$ cat src/rtl/rasterizer.sv
// rtl/rasterizer.sv - fill-rectangle rasterizer, one pixel per cycle; optional clamping via RASTERIZER_CLIP_EN
module rasterizer #(
    parameter int FB_WIDTH  = 214,
    parameter int FB_HEIGHT = 160,
    parameter int A_WIDTH   = 16
) (
    input  logic               clk,
    input  logic               rst_async,
    input  logic               cmd_valid,
    output logic               cmd_ready,
    input  logic [7:0]         cmd_x0,
    input  logic [7:0]         cmd_x1,
    input  logic [7:0]         cmd_y0,
    input  logic [7:0]         cmd_y1,
    input  logic [2:0]         cmd_color,
    output logic               fb_write_en,
    output logic [A_WIDTH-1:0] fb_write_addr,
    output logic [2:0]         fb_write_data,
    output logic               busy,
    output logic               done
);

    typedef enum logic {
        IDLE,
        FILL
    } state_t;

    state_t state_q, state_d;

    logic [7:0]         x_q, y_q, x0_q, x1_q, y1_q;
    logic [A_WIDTH-1:0] row_q;
    logic [2:0]         color_q;
    logic               done_q;

    logic [7:0] x0_c, x1_c, y0_c, y1_c;
    logic       accept, empty, row_end, last_px;

    // y * FB_WIDTH as a sum of shifted copies of the constant width
    function automatic logic [A_WIDTH-1:0] row_base(input logic [7:0] y);
        logic [A_WIDTH-1:0] acc;
        acc = '0;
        for (int i = 0; i < 8; i++) begin
            if (y[i]) begin
                acc = acc + (A_WIDTH'(FB_WIDTH) << i);
            end
        end
        return acc;
    endfunction

`ifdef RASTERIZER_CLIP_EN
    localparam logic [7:0] X_MAX = 8'(FB_WIDTH - 1);
    localparam logic [7:0] Y_MAX = 8'(FB_HEIGHT - 1);

    function automatic logic [7:0] clamp(input logic [7:0] v, input logic [7:0] lim);
        return (v > lim) ? lim : v;
    endfunction

    // Clamp incoming coordinates to the framebuffer before range checks
    always_comb begin
        x0_c = clamp(cmd_x0, X_MAX);
        x1_c = clamp(cmd_x1, X_MAX);
        y0_c = clamp(cmd_y0, Y_MAX);
        y1_c = clamp(cmd_y1, Y_MAX);
    end
`else
    // Coordinates pass through untouched; caller keeps them in bounds
    always_comb begin
        x0_c = cmd_x0;
        x1_c = cmd_x1;
        y0_c = cmd_y0;
        y1_c = cmd_y1;
    end
`endif

    assign cmd_ready = (state_q == IDLE);
    assign busy      = (state_q == FILL);
    assign accept    = cmd_valid && cmd_ready;
    assign empty     = (x0_c > x1_c) || (y0_c > y1_c);
    assign row_end   = (x_q == x1_q);
    assign last_px   = row_end && (y_q == y1_q);

    assign fb_write_en   = (state_q == FILL);
    assign fb_write_addr = row_q + A_WIDTH'(x_q);
    assign fb_write_data = color_q;
    assign done          = done_q;

    // State register
    always_ff @(posedge clk or posedge rst_async) begin
        if (rst_async) begin
            state_q <= IDLE;
        end else begin
            state_q <= state_d;
        end
    end

    // Next state: enter FILL on a non-empty command, leave after the last pixel
    always_comb begin
        state_d = state_q;
        case (state_q)
            IDLE: if (accept && !empty) state_d = FILL;
            FILL: if (last_px) state_d = IDLE;
            default: state_d = IDLE;
        endcase
    end

    // Command capture, row-major pixel walk and done pulse
    always_ff @(posedge clk or posedge rst_async) begin
        if (rst_async) begin
            x_q     <= '0;
            y_q     <= '0;
            x0_q    <= '0;
            x1_q    <= '0;
            y1_q    <= '0;
            row_q   <= '0;
            color_q <= '0;
            done_q  <= 1'b0;
        end else begin
            done_q <= 1'b0;
            if (accept) begin
                x_q     <= x0_c;
                y_q     <= y0_c;
                x0_q    <= x0_c;
                x1_q    <= x1_c;
                y1_q    <= y1_c;
                row_q   <= row_base(y0_c);
                color_q <= cmd_color;
                done_q  <= empty;
            end else if (state_q == FILL) begin
                if (last_px) begin
                    done_q <= 1'b1;
                end else if (row_end) begin
                    x_q   <= x0_q;
                    y_q   <= y_q + 8'd1;
                    row_q <= row_q + A_WIDTH'(FB_WIDTH);
                end else begin
                    x_q <= x_q + 8'd1;
                end
            end
        end
    end

endmodule

$ cat config.mk
export PLATFORM = sky130hd
export DESIGN_NAME = rasterizer
export DESIGN_NICKNAME = d
export VERILOG_FILES = /design/src/rtl/rasterizer.sv
export SDC_FILE = /design/constraint.sdc
export NUM_CORES = 1
export LEC_CHECK = 0
export CORE_MARGIN = 5
export CORE_UTILIZATION = 50
export CTS_CLUSTER_SIZE = 24
export DETAILED_ROUTE_END_ITERATION = 12
export GPL_TIMING_DRIVEN = 0
export PLACE_DENSITY = 0.73
export SLEW_MARGIN = 30
export SYNTH_ARGS = -nofsm -noshare
export SYNTH_HDL_FRONTEND = slang
export SYNTH_SLANG_ARGS = --single-unit
$ cat constraint.sdc
create_clock -name clk -period 8.45 [get_ports clk]
set_clock_uncertainty 0.15 [all_clocks]
set_input_delay 1.2675 -clock clk [delete_from_list [all_inputs] [get_ports clk]]
set_output_delay 1.2675 -clock clk [all_outputs]
set_load 0.05 [all_outputs]
==> results of run 1 <==
==> how the worst max path moves through the flow <==
stage | slack [ps] | end | cells past startpoint
floorplan | 2210 | row_q[14] | 22
global placement | 1110 | row_q[14] | 23
detailed placement | 1020 | row_q[14] | 23
CTS | 1350 | row_q[14] | 23
global route | 1040 | row_q[14] | 23
finish | 1370 | row_q[14] | 23
==> critical path, stage by stage <==
cell             delay, ps
clkdlybuf4s50_1        630
inv_1                  180
ha_1                   380
and2b_4                230
a21oi_1                200
ha_1                   250
nor2b_1                 70
o21a_1                 130
or2_2                  310
ha_1                   250
nand2b_1               170
xnor2_1                150
inv_1                   70
ha_1                   210
and4b_1                220
a2111o_1               360
or3_4                  360
a22o_1                 240
a211o_1                340
a311oi_2               340
xor2_2                 160
or4_1                  510
a31oi_1                160
==> logic make-up after synthesis <==
| family | Yosys count | share of synthesized area [%] |
|---|---|---|
| buf+inv | 60 | 4.91 |
| simple gates | 219 | 20.2 |
| flops | 60 | 29.6 |
| mux | 7 | 1.46 |
| xor+xnor | 70 | 13.3 |
| compound gates | 165 | 20.9 |
| fa+ha+maj | 39 | 9.62 |
==> layout make-up <==
| type | count | area share (%) |
|---|---|---|
| Timing Repair Buffer | 61 | 10.4 |
| Clock buffer | 11 | 2.50 |
| Inverter | 35 | 2.21 |
| Sequential cell | 60 | 24.8 |
| Buffer | 25 | 1.94 |
| Tap cell | 133 | 2.75 |
| Clock inverter | 5 | 0.599 |
| Multi-Input combinational cell | 500 | 54.8 |
==> power by group <==
part / total (mW) / internal, mW / switching (mW) / leakage, nW
logic: 1.04 / 0.414 / 0.622 / 1.91
registers: 0.461 / 0.353 / 0.108 / 0.735
clock network: 0.246 / 0.122 / 0.124 / 0.0876
total: 1.74 / 0.889 / 0.853 / 2.74
==> per-layer routing <==
metal / up-vias / routed length (microns) / share of wire, % / global-route usage (%)
met5: - / 0 / 0 / 0
met4: 0 / 430 / 3.1 / 9.03
met3: 31 / 828 / 6.0 / 4.91
met2: 154 / 6700 / 48 / 38.5
met1: 2249 / 5860 / 42 / 28.3
li1: 2318 / - / - / -
==> cells in the final DEF, fill, tap and decap left out, types with 7 or more instances in the layout <==
cell type / synthesis / routed
and3_1: 7 / 7
nand2_1: 99 / 99
o21ai_0: 56 / 56
clkbuf_1: 18 / 18
dfrtp_1: 60 / 60
nand4_1: 8 / 8
nand2b_1: 9 / 9
xnor2_1: 33 / 33
nor2_1: 41 / 41
xor2_1: 31 / 31
o21a_1: 7 / 7
clkbuf_8: 0 / 11
a21oi_1: 39 / 39
clkdlybuf4s50_1: 0 / 60
nor2b_1: 7 / 7
nor3_1: 12 / 12
inv_1: 33 / 32
ha_1: 39 / 39
nand3_1: 14 / 14
==> stage by stage <==
step	utilization (%)	worst slack, ps
after detailed placement	59.8	1020
after global routing	61.7	1040
after global placement	59.5	1110
after floorplan	-	2210
after CTS	61.7	1350
final	61.7	1370
==> flip-flops by register name (all words and copies together) (netlist names) <==
register and count:
row_q 15, x0_q 8, x1_q 8, x_q 8, y1_q 8, y_q 8
fb_write_data 3, busy 1, done 1
==> Flow_metrics.wiki, run 1 <==
{| class="wikitable"
! Metric !! Value
|-
| Result of the run || completed
|-
| Core Rows || 36
|-
| Classification of the worst setup path || primary input to register
|-
| Clock tree from TritonCTS || built
|-
| Total non-filler cell area in the finished layout || 0.00606 sq mm
|-
| Number of port buffers || 60
|-
| Setup TNS after final layout || 0 ps
|-
| Clk pin slew, worst setup/hold paths || approximately 70 ps
|-
| Post-synth EDFFs || 0
|-
| Leading post-synthesis cells by instance count || nand2_1, dfrtp_1, o21ai_0, nor2_1
|-
| Register Area || roughly 0.0015 sq mm
|-
| LEAKAGE || 2.74 nW
|-
| Mapped Area || 0.00507 sq mm
|-
| Data required time at the worst endpoint || 8570 ps
|-
| Clock net sink count || 60
|-
| Gate count after technology mapping || 620
|-
| Share of synthesized area occupied by flip-flops and latches || 29.6%
|-
| Gr usage total || 22.8%
|-
| Min-Delay Path Depth || 2
|-
| First-pass iteration count of the detailed router || 7
|-
| Total setup violations reported at the end of the flow || 0
|-
| Layout area overhead || 19.4%
|-
| Count of unresolved DRC violations after routing || 0
|-
| Power per standard cell area || 288 mW/mm^2
|-
| Register bit count reported by yosys || 60
|-
| Placeable core area || 0.00982 sq mm
|-
| Diode insertion count for antenna repair || 0
|-
| Hold path startpoint || fb_write_data[2]
|-
| CP arrival || 7200 ps
|-
| Hold worst-path end || fb_write_data[2]
|-
| Clock Root Buffer || clkbuf_8
|-
| Hold Buf Count CTS || 0
|-
| Distinct cells, synth || 72
|-
| Clock period minus worst slack || slightly above 7000 ps
|-
| Peak clock frequency supported by timing || 141 MHz
|-
| Slew @ Worst Pin || 701 ps
|-
| Depth of the CTS H-tree || 3
|-
| Initial core utilization || 51.7%
|-
| Post-synthesis cell type with the largest combined area || dfrtp_1
|-
| Leading cell types by total area after synthesis || dfrtp_1, ha_1, nand2_1
|-
| Number of warnings reported in the yosys synthesis log || 0
|-
| Worst hold path class || register to register
|-
| Cell with the most instances after synthesis || nand2_1
|-
| I/O Pins || 61
|-
| Inst Count DP || 814
|-
| Multi-input gate area in the final layout || 0.00332 sq mm
|-
| Sort of element at the end of the critical path || register
|-
| # Post-CTS Setup Buffers || 0
|-
| Starting DRC count in detailed routing || 320
|-
| Critical R2R Capture || row_q[5]
|-
| Count of antenna-violating nets left after detailed routing || 0
|-
| Via count of the first global-routing pass || around 4800
|-
| Ratio of cells with drive above 1 in the final layout || 6.03%
|-
| Average via count per standard cell || 5.73
|-
| Inserted Clock Buffers || 9
|-
| Power after layout || roughly 1.7 mW
|-
| Post-layout instance count excluding filler cells || between 800 and 900
|-
| Launch point of the critical path || cmd_y0[0]
|-
| Drt wl/cell || 16.7 microns
|-
| Sum of overflow across all layers after global routing || 0
|-
| Startpoint kind of the worst setup timing path || primary input
|-
| Total of fill cells in the finished design || 917
|-
| Largest net degree at the start of global routing || 52
|-
| RR Startpoint || x_q[2]
|-
| Longest Clk Path Bufs || 2
|-
| Final critical-path share of the clock period || 83.8%
|-
| Die Y-Extent || 111 microns
|-
| Initial antenna violation count || 0
|-
| Synth Net Count || 697
|-
| Worst reg2reg setup slack || 5710 ps
|-
| Hpwl dp || 10.8 mm
|-
| Drt total wl || ~14 mm
|-
| Normalized max-slew margin || 52.0%
|-
| Post-route worst hold slack || 333 ps
|-
| Clock latency of the later-clocked register in the worst-skew pair || 350 ps
|-
| Final weighted congestion in routability-driven placement || 0.915
|-
| Worst vdd rail ir drop || 0.000393 V
|-
| Dominant synthesized flop cell || dfrtp_1
|-
| Via count || 4752
|-
| Cell depth of the worst flop-to-flop path || 10
|-
| Number of max-capacitance violations reported || 0
|-
| Area after DPL || 0.00587 sq mm
|-
| Async set or reset register ratio after synthesis || 100%
|-
| Total Nets Final || 769
|-
| CTS resizes || 0
|-
| Wire length of the first global-routing pass || 23.2 mm
|-
| Die Area || 0.0123 sq mm
|-
| Hold Violations, Final || 0
|-
| Die outline width || 111 microns
|-
| Post-Syn Area per Cell || 8.18 sq um
|-
| Proportion of netlist area held by the largest area contributor || 29.6%
|-
| Worst-path maximum fanout || 6
|-
| Setup repair after global routing missed its margin || false
|-
| Fin. max-slew vios || 0
|}
No activity file was read; power rests on OpenSTA's default activity.
==> run 2, diff against run 1 <==
--- a/config.mk
+++ b/config.mk
@@ -10,7 +10,7 @@
 export CTS_CLUSTER_SIZE = 24
 export DETAILED_ROUTE_END_ITERATION = 12
 export GPL_TIMING_DRIVEN = 0
-export PLACE_DENSITY = 0.73
+export PLACE_DENSITY = 0.76
 export SLEW_MARGIN = 30
 export SYNTH_ARGS = -nofsm -noshare
 export SYNTH_HDL_FRONTEND = slang
==> constraint.sdc (replaced) <==
create_clock -name clk -period 6.1 [get_ports clk]
set_clock_uncertainty 0.15 [all_clocks]
set_input_delay 0.915 -clock clk [delete_from_list [all_inputs] [get_ports clk]]
set_output_delay 0.915 -clock clk [all_outputs]
set_load 0.05 [all_outputs]
==> Flow_metrics.wiki, run 2 (synthesized netlist as in run 1, its figures left out) <==
{| class="wikitable"
! Metric !! Value
|-
| Worst vdd rail ir drop || 0.000470 V
|-
| Via count of the first global-routing pass || 4720
|-
| Core Rows || 36
|-
| Clock period minus worst slack || 5890 ps
|-
| Layout area overhead || 20.5%
|-
| CP arrival || about 6000 ps
|-
| Area after DPL || 0.00587 sq mm
|-
| Hpwl dp || 10.4 mm
|-
| RR Startpoint || x_q[6]
|-
| Setup repair after global routing missed its margin || false
|-
| Number of port buffers || 60
|-
| Worst hold path class || register to register
|-
| Count of antenna-violating nets left after detailed routing || 0
|-
| Total Nets Final || 771
|-
| Register with the most flip-flops || row_q
|-
| Total of fill cells in the finished design || 870
|-
| Final weighted congestion in routability-driven placement || 0.910
|-
| Normalized max-slew margin || 49.7%
|-
| Switching power total || 1.18 mW
|-
| Depth of the CTS H-tree || 3
|-
| Worst reg2reg setup slack || 3410 ps
|-
| Critical R2R Capture || row_q[5]
|-
| Power per standard cell area || ~400 mW/mm^2
|-
| Worst-path maximum fanout || 7
|-
| Hold Violations, Final || 0
|-
| Sum of overflow across all layers after global routing || 0
|-
| Cell depth of the worst flop-to-flop path || 10
|-
| Clock power frac || 15.2%
|-
| Ratio of cells with drive above 1 in the final layout || 7.58%
|-
| Total setup violations reported at the end of the flow || 0
|-
| Inst Count DP || roughly 800
|-
| Number of max-capacitance violations reported || 0
|-
| Die Y-Extent || approximately 110 microns
|-
| Result of the run || completed
|-
| Clock latency of the later-clocked register in the worst-skew pair || 350 ps
|-
| Starting DRC count in detailed routing || ~390
|-
| Placeable core area || 0.00982 sq mm
|-
| Longest Clk Path Bufs || 2
|-
| Combinational Power Share || 58.8%
|-
| Register Area || 0.00150 sq mm
|-
| LEAKAGE || 2.75 nW
|-
| Post-layout util || about 62%
|-
| Clock Root Buffer || clkbuf_8
|-
| Share of total power consumed by net switching || 48.3%
|-
| Internal power contribution || 1.27 mW
|-
| Post-layout instance count excluding filler cells || about 830
|-
| Commonest non-fill, non-tap cells in the layout || nand2_1, dfrtp_1, clkdlybuf4s50_1, o21ai_0, nor2_1
|-
| Drt total wl || 13.7 mm
|-
| Diode insertion count for antenna repair || 0
|-
| Final critical-path share of the clock period || just under 100%
|-
| Startpoint kind of the worst setup timing path || primary input
|-
| Data required time at the worst endpoint || 6210 ps
|-
| Clk pin slew, worst setup/hold paths || 70 ps
|-
| Sort of element at the end of the critical path || register
|-
| Initial core utilization || 51.7%
|-
| Wire length of the first global-routing pass || 22.7 mm
|-
| First-pass iteration count of the detailed router || 5
|-
| Fin. max-slew vios || 0
|-
| Die outline width || 111 microns
|-
| Multi-input gate area in the final layout || 0.00335 sq mm
|-
| Initial antenna violation count || 0
|-
| Number of flip-flops in the largest register || 15
|-
| Hold path startpoint || fb_write_data[0]
|-
| Die Area || 0.0123 sq mm
|-
| Slew @ Worst Pin || 747 ps
|-
| Clock net sink count || 60
|-
| Count of unresolved DRC violations after routing || 0
|-
| Average via count per standard cell || 5.79
|-
| Gr usage total || 22.1%
|-
| Classification of the worst setup path || primary input to register
|-
| I/O Pins || 61
|-
| Part of the power in registers || 26.0%
|-
| Peak clock frequency supported by timing || 170 MHz
|-
| Hold worst-path end || fb_write_data[0]
|-
| Clock tree from TritonCTS || built
|-
| Inserted Clock Buffers || 9
|-
| Min-Delay Path Depth || 2
|-
| Via count || 4820
|-
| Drt wl/cell || 16.5 microns
|-
| Post-route worst hold slack || approximately 330 ps
|-
| Leading cell type in the layout, fill and taps excluded || nand2_1
|-
| Largest net degree at the start of global routing || 52
|-
| Total non-filler cell area in the finished layout || 0.00611 sq mm
|-
| Setup TNS after final layout || 0 ps
|}
run 2: changes by cell type in the layout (fill, tap and decap cells not counted), moves of 2 or more:
cell	before	now
buf_4	2	4
inv_1	32	30
clkdlybuf4s50_1	60	57
ha_1	39	35
clkbuf_4	0	2
inv_2	0	2
ha_2	0	3
run 2: final cells by class:
cell class / count / share of cell area [%]
multi-input cells: 500 / 54.9
flip-flops and latches: 60 / 24.6
repair buffers: 63 / 10.4
well taps: 133 / 2.72
clock buffers: 10 / 2.25
inverters: 35 / 2.19
plain buffers: 25 / 1.92
clock inverters: 6 / 1.04
run 2: critical path, cell delays in order:
cell      delay, ps
clkbuf_4        170
inv_2            80
ha_4            290
and2b_4         210
a21oi_4         130
ha_2            200
nor2b_1          60
o21a_1          130
or2_2           320
ha_2            210
nand2b_1        150
xnor2_1         160
inv_1            80
ha_2            210
and4b_1         210
a2111o_1        360
or3_4           360
a22o_1          240
a211o_1         340
a311oi_2        350
xor2_2          150
or4_1           510
a31oi_1         160
run 2: worst max-delay path by stage:
stage                     cells past startpoint        end  startpoint
after floorplan                              22  row_q[14]   cmd_y0[0]
after global routing                         23  row_q[14]   cmd_y0[1]
after CTS                                    23  row_q[14]   cmd_y0[1]
after detailed placement                     23  row_q[14]   cmd_y0[1]
final                                        23  row_q[14]   cmd_y0[1]
after global placement                       23  row_q[14]   cmd_y0[1]
run 2: through the flow:
step | setup WS, ps | power, mW
final | 209 | 2.45
after global routing | 12.2 | 2.61
after CTS | 28.5 | 2.43
after detailed placement | -984 | 2.05
after global placement | -871 | 2.00
after floorplan | 214 | 1.66
run 2: metal layers:
layer	vias up	GRT usage [%]	wire length [microns]
met5	-	0	0
met4	0	10.3	533
met3	39	2.67	632
met2	173	37.6	6470
met1	2282	28.0	6060
li1	2326	-	-
run 2: what timing repair did:
item | CTS | global route
pin swaps | 2 | 2
endpoints found under the setup margin | 5 | 1
resized for setup | 13 | 8
endpoints found under the hold margin | 0 | 0
buffers inserted | 0 | 2
hold buffers | 0 | 0
run 2: power by group through the flow:
stage | logic (mW) | clock network [mW] | registers, mW
after floorplan | 1.06 | 0 | 0.594
after global placement | 1.37 | 0 | 0.629
after detailed placement | 1.42 | 0 | 0.635
after CTS | 1.43 | 0.371 | 0.629
after global routing | 1.57 | 0.388 | 0.648
final | 1.44 | 0.371 | 0.637
==> variant (settings of run 1) <==
`A_WIDTH`: 16 -> 32.
--- a/src/rtl/rasterizer.sv
+++ b/src/rtl/rasterizer.sv
@@ -4,3 +4,3 @@
     parameter int FB_HEIGHT = 160,
-    parameter int A_WIDTH   = 16
+    parameter int A_WIDTH   = 32
 ) (
Interface: changed (resized fb_write_addr); port bits go from 61 to 77. No check against the original RTL was run, so the function may have changed too.
==> variant against run 1 <==
Non-clock buffer count is 26 higher. Total power rose by 6.1%. Count of clock-buffer cells in the layout rose by 1. Routed wire length increased by 15%. Worst setup slack improved by 520 ps. First-iteration DRC count increased by 15%. Cell area up 20%. Area after synthesis increased by 18%. Sequential cell count is 16 higher.
==> variant: results (changes against run 1) <==
Reg2Reg Launch Point - x_q[5]
Worst path slowest cell - clkdlybuf4s50_1
Syn Nets - 814 (+17%)
max FFs per register - 31 (+16)
Setup Total Neg Slack - 0 ps (unchanged)
NumNets Final - 902 (+17%)
synth cell count leaders - nand2_1, dfrtp_1, o21ai_0
vias in the first global route - 5702 (+19%)
synth top area cells - dfrtp_1, ha_1, xor2_1
CP endpoint - row_q[13]
WHS Endpoint - x0_q[3]
Top delay family on crit path - compound AO/OA/AOI/OAI gates
TritonRoute pass-1 iters - 7 (unchanged)
layout cells sized above 1 - 0.0542 (-0.00604)
CTS root buf - clkbuf_16
first-pass GRT wire length - 26700 um (+15%)
pre-CTS setup slack - 1560 ps (+540 ps)
met2 wire length - 7890 um (+18%)
CTS max path bufs - 2 (unchanged)
Clock transition at path regs - 60 ps
met1 wire length - 7050 um (+20%)
YS warnings - 0 (unchanged)
initial antenna violation count - 0 (unchanged)
sequential share of the synthesized area - 0.317 (+0.0212)
Setup WS post-layout - 1890 ps (+516 ps)
antenna diode count - 0 (unchanged)
FF-to-FF path depth - 11 (+1)
worst-skew pair later-pin latency - 340 ps
Max-Slew Margin vs Limit - 0.403 (-0.117)
IR drop worst, VDD - 0.000148 V (-62%)
worst hold stages - 2 (unchanged)
post-CTS setup buffer count - 0 (unchanged)
Max stage delay on crit path - 640 ps
IO Port Bufs - 76 (+27%)
total track usage - 0.226 (-0.00213)
placer congestion estimate - 0.909 (-0.61%)
hpwl dp - 12400 um (+15%)
ys async rst share - 1.00 (unchanged)
status - finished, final reports clean
via/cell ratio - 5.75 (+0.44%)
CTS resizes - 0 (unchanged)
crit-path max FO - 6 (unchanged)
Netlist cell types - 69 (-4.2%)
metal3 WL - 664 um (-20%)
P_leak - 3.11 nW (+13%)
R2R Setup Slk - 4650 ps (-1060 ps)
Hold Crit Start - x0_q[3]
Worst Path Arrival - 6600 ps (-600 ps)
final hold viol count - 0 (unchanged)
maximum number of pins on one net before global-route repair - 46 (-12%)
total CTS buffers - 9 (unchanged)
Wirelength per Cell - 16.3 um (-2.2%)
# H-tree levels - 3 (unchanged)
Initial DRC Count - 368 (+15%)
crit path from - cmd_y0[0]
Hold WC Path Type - flip-flop to flip-flop
highest metal used - met4
FF-to-FF End - row_q[28]
## variant: cell count changes after synthesis, moves of 6 or more
cell             run 1  this run
nand2_1             99       111
nand2b_1             9        15
or3_1                0         7
nand3_1             14        24
clkbuf_1            18        27
o21ai_0             56        62
xor2_1              31        49
nor2_1              41        57
a21oi_1             39        31
dfrtp_1             60        76
and2_1               2         9
## variant: cell type report
cell class                 instances  area [um^2]
fill                            1045         4600
sequential                        76         1900
multi-input combinational        591         3810
inverter                          36          138
buffer                            35          151
tap                              147          184
clock buffer                      12          246
clock inverter                     3         47.5
timing repair buffer              77          788
## variant: layer usage
metal	vias up	GRT usage
met2	152	0.393
met4	0	0.0687
li1	2724	-
met1	2716	0.290
met5	-	0
met3	26	0.0339
## variant: cell families (layout without fill, tap and decap cells)
logic type,after synthesis,after routing,synth area share
AO/OA/AOI/OAI,171,171,0.181
adder cells (fa/ha/maj),38,38,0.0793
multiplexers,9,9,0.0165
AND/OR/NAND/NOR,284,284,0.224
flip-flops,76,76,0.317
buffers and inverters,71,163,0.0478
XOR/XNOR,89,89,0.134
## variant: power breakdown
group	leakage, nW	internal (mW)	switching (mW)
combinational	2.07	0.382	0.582
clock	0.143	0.236	0.147
sequential	0.890	0.420	0.0806
## variant: per-stage QoR
step	area (um^2)	utilization	hold slack (ps)	power [mW]	cells
2_1_floorplan	6000	-	295	1.19	738
3_3_place_gp	6940	0.585	307	1.43	961
3_5_place_dp	6970	0.588	314	1.46	962
4_1_cts	7260	0.612	329	1.85	977
5_1_grt	7260	0.612	354	1.96	977
6_report	7260	0.612	331	1.85	977
